**src/rtl/sound_event_arbiter.sv**
```systemverilog
// rtl/sound_event_arbiter.sv - priority-arbitrated beep sequencer for the single speaker pin
// Define WIN_MELODY_EN to add the four-note win melody started by a rising edge of win_i.
module sound_event_arbiter #(
  parameter int TONE_LEN = 2500000,
  parameter int GAP_LEN  = 250000,
  parameter int HIT_DIV  = 50000,
  parameter int WALL_DIV = 25000,
  parameter int GOAL_DIV = 12500
) (
  input  logic       clk_i,
  input  logic       rst_i,
  input  logic       hit_i,
  input  logic       wall_i,
  input  logic       goal_i,
  input  logic       win_i,
  input  logic       mute_i,
  output logic       speaker_o,
  output logic       busy_o,
  output logic [1:0] cur_event_o
);

  localparam int MAX_HW  = (HIT_DIV > WALL_DIV) ? HIT_DIV : WALL_DIV;
  localparam int MAX_DIV = (MAX_HW > GOAL_DIV) ? MAX_HW : GOAL_DIV;
  localparam int MAX_LEN = (TONE_LEN > GAP_LEN) ? TONE_LEN : GAP_LEN;
  localparam int DW      = $clog2(MAX_DIV + 1);
  localparam int TW      = $clog2(MAX_LEN + 1);

  localparam logic [TW-1:0] TONE_LAST = TW'(TONE_LEN - 1);
  localparam logic [TW-1:0] GAP_LAST  = TW'(GAP_LEN - 1);
  localparam logic [DW-1:0] D_HIT     = DW'(HIT_DIV);
  localparam logic [DW-1:0] D_WALL    = DW'(WALL_DIV);
  localparam logic [DW-1:0] D_GOAL    = DW'(GOAL_DIV);

  localparam logic [1:0] EV_NONE = 2'b00;
  localparam logic [1:0] EV_WALL = 2'b01;
  localparam logic [1:0] EV_HIT  = 2'b10;
  localparam logic [1:0] EV_GOAL = 2'b11;

  typedef enum logic [1:0] {IDLE, TONE, GAP} state_t;

  state_t        state_q;
  logic [2:0]    pend_q, pend_d;
  logic [1:0]    ev_q, sel_ev;
  logic [1:0]    beeps_q, sel_beeps;
  logic [DW-1:0] div_q, sel_div, cnt_q, cnt_d, mel_div;
  logic [TW-1:0] tmr_q;
  logic          spk_q;
  logic          any_pend, preempt, gap_end, launch, toggle;
  logic          win_pend, mel_more;

  // pend_q is {goal, hit, wall}; a new pulse wins over the clear of its own bit
  always_comb begin
    any_pend  = win_pend || (pend_q != 3'b000);
    sel_ev    = EV_NONE;
    sel_beeps = 2'd0;
    sel_div   = D_WALL;
    if (win_pend) begin
      sel_ev = EV_GOAL; sel_beeps = 2'd1; sel_div = D_HIT;
    end else if (pend_q[2]) begin
      sel_ev = EV_GOAL; sel_beeps = 2'd3; sel_div = D_GOAL;
    end else if (pend_q[1]) begin
      sel_ev = EV_HIT;  sel_beeps = 2'd1; sel_div = D_HIT;
    end else if (pend_q[0]) begin
      sel_ev = EV_WALL; sel_beeps = 2'd1; sel_div = D_WALL;
    end
    gap_end = (state_q == GAP) && (tmr_q == GAP_LAST) && (beeps_q == 2'd1);
    preempt = (state_q != IDLE) && (win_pend || (pend_q[2] && (ev_q != EV_GOAL)));
    launch  = any_pend && ((state_q == IDLE) || gap_end || preempt);
    pend_d  = pend_q;
    if (launch) begin
      if (win_pend)       pend_d = 3'b000;
      else if (pend_q[2]) pend_d[2] = 1'b0;
      else if (pend_q[1]) pend_d[1] = 1'b0;
      else                pend_d[0] = 1'b0;
    end
    pend_d = pend_d | {goal_i, hit_i, wall_i};
    cnt_d  = (cnt_q == div_q - 1'b1) ? '0 : cnt_q + 1'b1;
    toggle = (cnt_d == div_q - 1'b1);
  end

`ifdef WIN_MELODY_EN
  localparam logic [DW-1:0] D_HALF = DW'(GOAL_DIV / 2);
  logic       win_prev_q, win_pend_q, mel_q;
  logic [1:0] note_q;

  assign win_pend = win_pend_q;
  assign mel_more = mel_q && (note_q != 2'd3);

  // divider for the note that follows note_q
  always_comb begin
    case (note_q)
      2'd0:    mel_div = D_WALL;
      2'd1:    mel_div = D_GOAL;
      default: mel_div = D_HALF;
    endcase
  end

  always_ff @(posedge clk_i or posedge rst_i) begin
    if (rst_i) begin
      win_prev_q <= 1'b0; win_pend_q <= 1'b0; mel_q <= 1'b0; note_q <= 2'd0;
    end else if (mute_i) begin
      win_prev_q <= win_i; win_pend_q <= 1'b0; mel_q <= 1'b0; note_q <= 2'd0;
    end else begin
      win_prev_q <= win_i;
      win_pend_q <= (win_pend_q && !launch) || (win_i && !win_prev_q);
      if (launch) begin
        mel_q  <= win_pend_q;
        note_q <= 2'd0;
      end else if ((state_q == TONE) && (tmr_q == TONE_LAST) && mel_more) begin
        note_q <= note_q + 1'b1;
      end
    end
  end
`else
  logic unused_win;
  assign unused_win = win_i;
  assign win_pend   = 1'b0;
  assign mel_more   = 1'b0;
  assign mel_div    = '0;
`endif

  // outputs trail the sequencer by one register stage
  always_ff @(posedge clk_i or posedge rst_i) begin
    if (rst_i) begin
      state_q <= IDLE; pend_q <= '0; ev_q <= EV_NONE; beeps_q <= '0;
      div_q <= '0; cnt_q <= '0; tmr_q <= '0; spk_q <= 1'b0;
      speaker_o <= 1'b0; busy_o <= 1'b0; cur_event_o <= EV_NONE;
    end else if (mute_i) begin
      state_q <= IDLE; pend_q <= '0; ev_q <= EV_NONE; beeps_q <= '0;
      div_q <= '0; cnt_q <= '0; tmr_q <= '0; spk_q <= 1'b0;
      speaker_o <= 1'b0; busy_o <= 1'b0; cur_event_o <= EV_NONE;
    end else begin
      speaker_o   <= spk_q;
      busy_o      <= (state_q != IDLE);
      cur_event_o <= ev_q;
      pend_q      <= pend_d;
      if (launch) begin
        state_q <= TONE; ev_q <= sel_ev; beeps_q <= sel_beeps; div_q <= sel_div;
        cnt_q <= '0; tmr_q <= '0; spk_q <= 1'b0;
      end else begin
        case (state_q)
          TONE: begin
            cnt_q <= cnt_d;
            if (toggle) spk_q <= ~spk_q;
            if (tmr_q == TONE_LAST) begin
              tmr_q <= '0;
              if (mel_more) begin
                div_q <= mel_div;
                cnt_q <= '0;
              end else begin
                state_q <= GAP;
                spk_q   <= 1'b0;
              end
            end else begin
              tmr_q <= tmr_q + 1'b1;
            end
          end
          GAP: begin
            if (tmr_q == GAP_LAST) begin
              tmr_q   <= '0;
              cnt_q   <= '0;
              beeps_q <= beeps_q - 1'b1;
              if (beeps_q == 2'd1) begin
                state_q <= IDLE;
                ev_q    <= EV_NONE;
              end else begin
                state_q <= TONE;
              end
            end else begin
              tmr_q <= tmr_q + 1'b1;
            end
          end
          default: ;
        endcase
      end
    end
  end

endmodule

```
**config.mk**
```make
export PLATFORM = sky130hd
export DESIGN_NAME = sound_event_arbiter
export DESIGN_NICKNAME = d
export VERILOG_FILES = /design/src/rtl/sound_event_arbiter.sv
export SDC_FILE = /design/constraint.sdc
export NUM_CORES = 1
export LEC_CHECK = 0
export CAP_MARGIN = 20
export CORE_ASPECT_RATIO = 1.4
export CORE_MARGIN = 4
export CORE_UTILIZATION = 45
export DETAILED_ROUTE_END_ITERATION = 7
export PLACE_DENSITY = 0.69
export SETUP_SLACK_MARGIN = 0.02
export SLEW_MARGIN = 20
export SYNTH_ARGS = -nofsm -noshare
export SYNTH_HDL_FRONTEND = slang
export SYNTH_SLANG_ARGS = --single-unit
export TNS_END_PERCENT = 10
```
**constraint.sdc**
```tcl
create_clock -name clk_i -period 4 [get_ports clk_i]
set_clock_uncertainty 0.05 [all_clocks]
set_input_delay 0.8 -clock clk_i [delete_from_list [all_inputs] [get_ports clk_i]]
set_output_delay 0.8 -clock clk_i [all_outputs]
set_load 0.05 [all_outputs]
```
==> impl_results.md <==
- Status: finished clean
- Hold depth: 1
- Worst hold-check path type: register to register
- Clk pin slew, worst setup/hold paths: 0.05 ns
- Most frequent cell after synthesis: dfrtp_1
- Final wirelength: 9664 um
- H-tree depth: 3
- Core area: 8608 sq um
- Top FF cell, synth: dfrtp_1
- Maximum fanout along the worst path: 20
- First-pass GRT wire length: 16480 um
- CP arrival: roughly 3.5 ns
- Vias/cell: between 6 and 7
- Sequential cell area fraction in the yosys report: 36.62%
- Pins over their slew limit: 0
- RSZ-0062 raised after global routing: no
- Dpl hpwl: 6957 um
- Clock Tree Buf Depth: 2
- HP Start: tmr_q[3]
- GRT Overall Usage: 20.02%
- RR Startpoint: div_q[5]
- CTS buffer count: 9
- Largest stage delay, worst path: just under 0.6 ns
- FMAX: 0.2974 GHz
- Synth cell count leaders: dfrtp_1 (58), nand2_1 (52), nor2_1 (41)
- Number of flops mapped to enable cells by yosys: 0
- GP Congestion: just under 0.9
- Final Hold Fails: 0
- Startpoint types: register
- Crit-path cells: inv_1, ha_1, nor4b_2, nand4_1, a21oi_1, o2111ai_1, o211a_1, and2_1, buf_4, a41oi_1, a31oi_1
- CP endpoint kind: register
- Grt ovf: 0
- Final setup fails: 0
- Synth cell types: 63
- Hold Path End: tmr_q[3]
- WP data required: about 4.1 ns
- Sequential power share: 34.2%
- Switching Power: 0.0006046 W
- Syn avg cell area: 8.275 sq um
- Post-CTS Setup Bufs: 0
- Routed vias: 3547
- Max Cap Viol: 0
- Area Overhead vs Synth: 11.99%
- Nets@finish: 492
- Die area: 10400 sq um
- Die X: between 80 and 90 um
- Final ANT Viol Nets: 0
- ANT cells: 0
- # IOs: 11
- Initial Util: 46.05%
- FFs w/ async S/R, synth: 100.0%
- Yosys top cell by area: dfrtp_1
- Row cnt: 40
- Setup CP Type: register to register
- Largest net degree at the start of global routing: 41
- Switching share of total power: between 30% and 40%
- Input/output buffers: 9
- Internal power: roughly 0.0013 W
- Total Power: 0.001943 W
- Layout cells sized above 1: 8.489%
- Initial DRC Count: 173
- # fillers: 796
- Leakage: ~1.8 nW
- Min Tclk post-route: 3.362 ns
- Vias in the first global route: roughly 3400
- Post-place setup slack: 0.7138 ns
- CTS tree: done
- CTS resizes: 0
- FF-to-FF path depth: 11
- Crit-path slowest cell: nor4b_2
- Max IR drop VDD: 264.2 uV
- Reg-to-Reg End: cnt_q[3]
- Die Height: around 120 um
- Setup Total Neg Slack: 0 ns
- Cts hold-fix bufs: 0
- Top cells by area, synth: dfrtp_1 (37%), nand2_1 (4.9%), o21ai_0 (4.4%)
- Final Cycle Share: between 80% and 90%
- Post-synth top area share: 36.62%
- Area of the multi-input gates: 2323 sq um
- Mapped cell area: 3964 sq um
- Slew HR: 41.49%
- Clock root cell: clkbuf_16
- Synth Net Count: 493
- Smallest setup slack after layout: 0.6377 ns
- Seq. cell area: between 1000 and 1500 sq um
- Clk sinks: 58
- Yosys warns: 0
- Wire length per cell: around 16 um
- Slew @ Worst Pin: ~0.88 ns
- Drt pass-1 iters: 4
- R2r setup slk: 0.64 ns
- Cell count after synthesis: between 400 and 500
- Worst-skew pair later-pin latency: 0.34 ns
- Initial antenna violation count: 0
- Seq cells post-synth: 58
- Clock power share: 42.3%
- Gate power share: 23.5%
- DRC: 0
- PD cells: 437.7 nW/um^2
==> area by class of cell <==
type	count	area share, %
Inverter	17	1.437
Multi-Input combinational cell	375	52.34
Clock inverter	7	2.114
Tap cell	105	2.959
Timing Repair Buffer	17	3.382
Sequential cell	58	32.69
Clock buffer	9	5.073
==> worst max-delay path, delay by kind of cell, from the launching register on <==
| family | cells | cell delay (ns) |
|---|---|---|
| AO/OA/AOI/OAI | 5 | 1.09 |
| AND/OR/NAND/NOR | 3 | 0.93 |
| buffers and inverters | 2 | 0.32 |
| adder cells (fa/ha/maj) | 1 | 0.32 |
| flip-flops | 1 | 0.50 |
==> cells in the final DEF, fill, tap and decap left out, types with 5 or more instances in the layout <==
cell / count
nand4_1: 15
nor4_1: 8
nor2b_1: 8
nor3_1: 16
dfrtp_1: 58
xor2_1: 10
a311oi_1: 5
nor2_1: 41
and2_1: 8
inv_1: 16
clkdlybuf4s50_1: 9
ha_1: 7
clkbuf_16: 9
buf_4: 8
nand3_1: 19
nand2_1: 52
o21ai_0: 35
xnor2_1: 13
or3_1: 7
a21oi_1: 34
a31oi_1: 15
==> per-stage QoR <==
| stage | std cells | hold slack (ns) | utilization (%) | cell area, sq um |
|---|---|---|---|---|
| after floorplan | 479 | 0.4237 | - | 3964 |
| after global placement | 572 | 0.4547 | 47.86 | 4120 |
| after global routing | 588 | 0.4890 | 51.57 | 4439 |
| final | 588 | 0.4671 | 51.57 | 4439 |
| after detailed placement | 572 | 0.4570 | 47.86 | 4120 |
| after CTS | 588 | 0.4636 | 51.57 | 4439 |
==> registers in the layout, indices dropped and copies added (netlist names) <==
name,count
beeps_q,2
busy_o,1
cnt_q,16
cur_event_o,2
div_q,6
ev_q,2
pend_q,3
speaker_o,1
spk_q,1
state_q,2
tmr_q,22
==> power groups by stage <==
stage / Sequential (W) / Combinational (W) / Clock (W)
floorplan: 0.000660 / 0.000359 / 0
global placement: 0.000671 / 0.000449 / 0
detailed placement: 0.000674 / 0.000455 / 0
CTS: 0.000664 / 0.000460 / 0.000839
global route: 0.000669 / 0.000511 / 0.000868
finish: 0.000664 / 0.000458 / 0.000821
==> per-layer routing <==
layer / GRT usage, % / routed length, um
met1: 24.54 / 4147
met2: 32.92 / 4945
met3: 2.907 / 254
met4: 11.23 / 316
met5: 0 / 0
==> cell families after synthesis <==
kind of cell	after synthesis	share of synthesized area (%)
muxes	6	1.673
xor gates and xnor gates	27	7.355
AOI/OAI and AO/OA	127	19.85
adders and majority gates	7	2.209
DFF	58	36.62
buffers and inverters	46	4.767
and+or+nand+nor	208	27.53
==> worst max path at each step <==
| stage | depth (start not counted) | to | slack, ns | from |
|---|---|---|---|---|
| final | 11 | cnt_q[3] | 0.64 | div_q[5] |
| after detailed placement | 11 | cnt_q[3] | 0.71 | div_q[5] |
| after global placement | 11 | cnt_q[3] | 0.77 | div_q[5] |
| after CTS | 11 | cnt_q[3] | 0.69 | div_q[5] |
| after global routing | 11 | cnt_q[3] | 0.42 | div_q[5] |
| after floorplan | 14 | cnt_q[3] | 1.03 | div_q[5] |
Note: power is estimated with default switching activity, not from simulation.
==> RTL change (config.mk and constraints unchanged) <==
The parameter `HIT_DIV` goes from 50000 to 100000.
--- a/src/rtl/sound_event_arbiter.sv
+++ b/src/rtl/sound_event_arbiter.sv
@@ -4,5 +4,5 @@
   parameter int TONE_LEN = 2500000,
   parameter int GAP_LEN  = 250000,
-  parameter int HIT_DIV  = 50000,
+  parameter int HIT_DIV  = 100000,
   parameter int WALL_DIV = 25000,
   parameter int GOAL_DIV = 12500
Function: no difference found for any inputs over 4 cycles, from zero or initial values and one cycle with rst_i high; that may be too few to reach the edited logic, so the function may still have changed.
==> RTL change against the unedited design <==
Cell area grew 1.9%. Combinational power grew 69%. Power grew 16%. Setup slack lost 240 ps. Die area grew 2.1%. Synthesized area grew 2.3%. Sequential power grew 7.1%. First-iteration DRC count grew 25%. Synthesized cell count grew 0.42%. Routed wire length grew 0.79%. Critical path depth is the same. Sequential cell count grew 1. Critical path type unchanged. Critical endpoint is now cnt_q[8]$_DFFE_PP0P_.
==> RTL change: results (changes against the unedited design) <==
grt:
  grt_pass1_vias: 3547  # +3.9%
  track_usage_pct: 20.0  # -0.039 points
  use_met1_pct: 24.4  # -0.16 points
  grt_use_met2_pct: 32.2  # -0.71 points
  grt_max_degree: 36  # -12%
drt:
  wl_met1_microns: 4130  # -0.53%
  viasPerCell: 6.18  # +2.4%
  first_iter_violations: 216  # +25%
  dr_wl_met3_microns: 365  # +44%
  wl_microns: 9740  # +0.79%
  wl_met2_microns: 4870  # -1.6%
synthesis:
  yosysUniqueCellTypes: 61  # -3.2%
  synth.avg_cell_area_sq_um: 8.43  # +1.9%
  ys_seq_area_share_pct: 36.4  # -0.22 points
timing:
  relSlewSlack_pct: 42.5  # +1.0 points
place:
  routabilityCongestion: 0.878  # -0.36%
  place_inst: 570  # -0.35%
  postPlaceCellArea_sq_um: 4220  # +2.4%
  pre_cts_ws_ps: 442  # -272 ps
  hpwlAfterDp_microns: 7000  # +0.68%
power_and_ir_drop:
  power_density_nw_per_um2: 501  # +14%
  clk-power_w: 0.000776  # -5.5%
  p_seq_w: 0.000711  # +7.1%
layout:
  drive_above_1_share_pct: 8.75  # +0.26 points
  reg_top3: "tmr_q x22, cnt_q x17, div_q x6"
setup_path:
  cp.arrival_ps: 3750  # +240 ps
  r2r_start: "div_q[14]$_DFFE_PP0N_"
  r2r_setup_slack_ps: 400  # -240 ps
  critPathCapture: "cnt_q[8]$_DFFE_PP0P_"
outcome:
  status: "complete, no violations"
-- RTL change: cell types whose count changed in the layout (fill, tap and decap cells not counted), sizes merged, moves of 5 or more --
cell,unedited run,this run
o21ai,38,55
nand2,52,37
a21oi,34,23
a31oi,15,5
o31ai,3,13
and3,3,11
and2,8,1
nor2,42,49
nor2b,8,15
nand3,21,16
o41ai,0,5
or3,8,3
-- RTL change: worst min-delay path by stage --
stage | startpoint | endpoint | slack [ps] | cells past startpoint
global placement | ev_q[1]$_DFFE_PP0P_ | cur_event_o[1]$_DFF_PP0_ | 460 | 1
detailed placement | tmr_q[2]$_DFFE_PP0P_ | tmr_q[2]$_DFFE_PP0P_ | 480 | 1
global route | ev_q[1]$_DFFE_PP0P_ | cur_event_o[1]$_DFF_PP0_ | 530 | 1
CTS | tmr_q[2]$_DFFE_PP0P_ | tmr_q[2]$_DFFE_PP0P_ | 490 | 1
finish | ev_q[1]$_DFFE_PP0P_ | cur_event_o[1]$_DFF_PP0_ | 490 | 1
floorplan | ev_q[1]$_DFFE_PP0P_ | cur_event_o[1]$_DFF_PP0_ | 430 | 1
-- RTL change: cell families after synthesis --
kind of cell	synth area share [%]
muxes	1.26
adders and majority gates	2.47
DFF	36.4
and+or+nand+nor	26.7
AOI/OAI and AO/OA	20.3
buffers and inverters	5.24
xor gates and xnor gates	7.65
-- RTL change: layout make-up --
cell class	count	area, sq um
clock inverters	4	50.0
inverters	17	63.8
repair buffers	17	163
clock buffers	11	253
fillers	818	4190
multi-input cells	372	2380
flip-flops and latches	59	1480
well taps	105	131
-- RTL change: critical path, stage by stage (launching register included) --
cell       delay, ps
dfrtp_1          520
inv_1            270
ha_1             430
nor4b_4          480
a21oi_1          130
nor4_1           480
nand3_1          200
o2111ai_2        370
buf_12           210
nor2_1            60
o21ai_0          170
o31ai_1           90
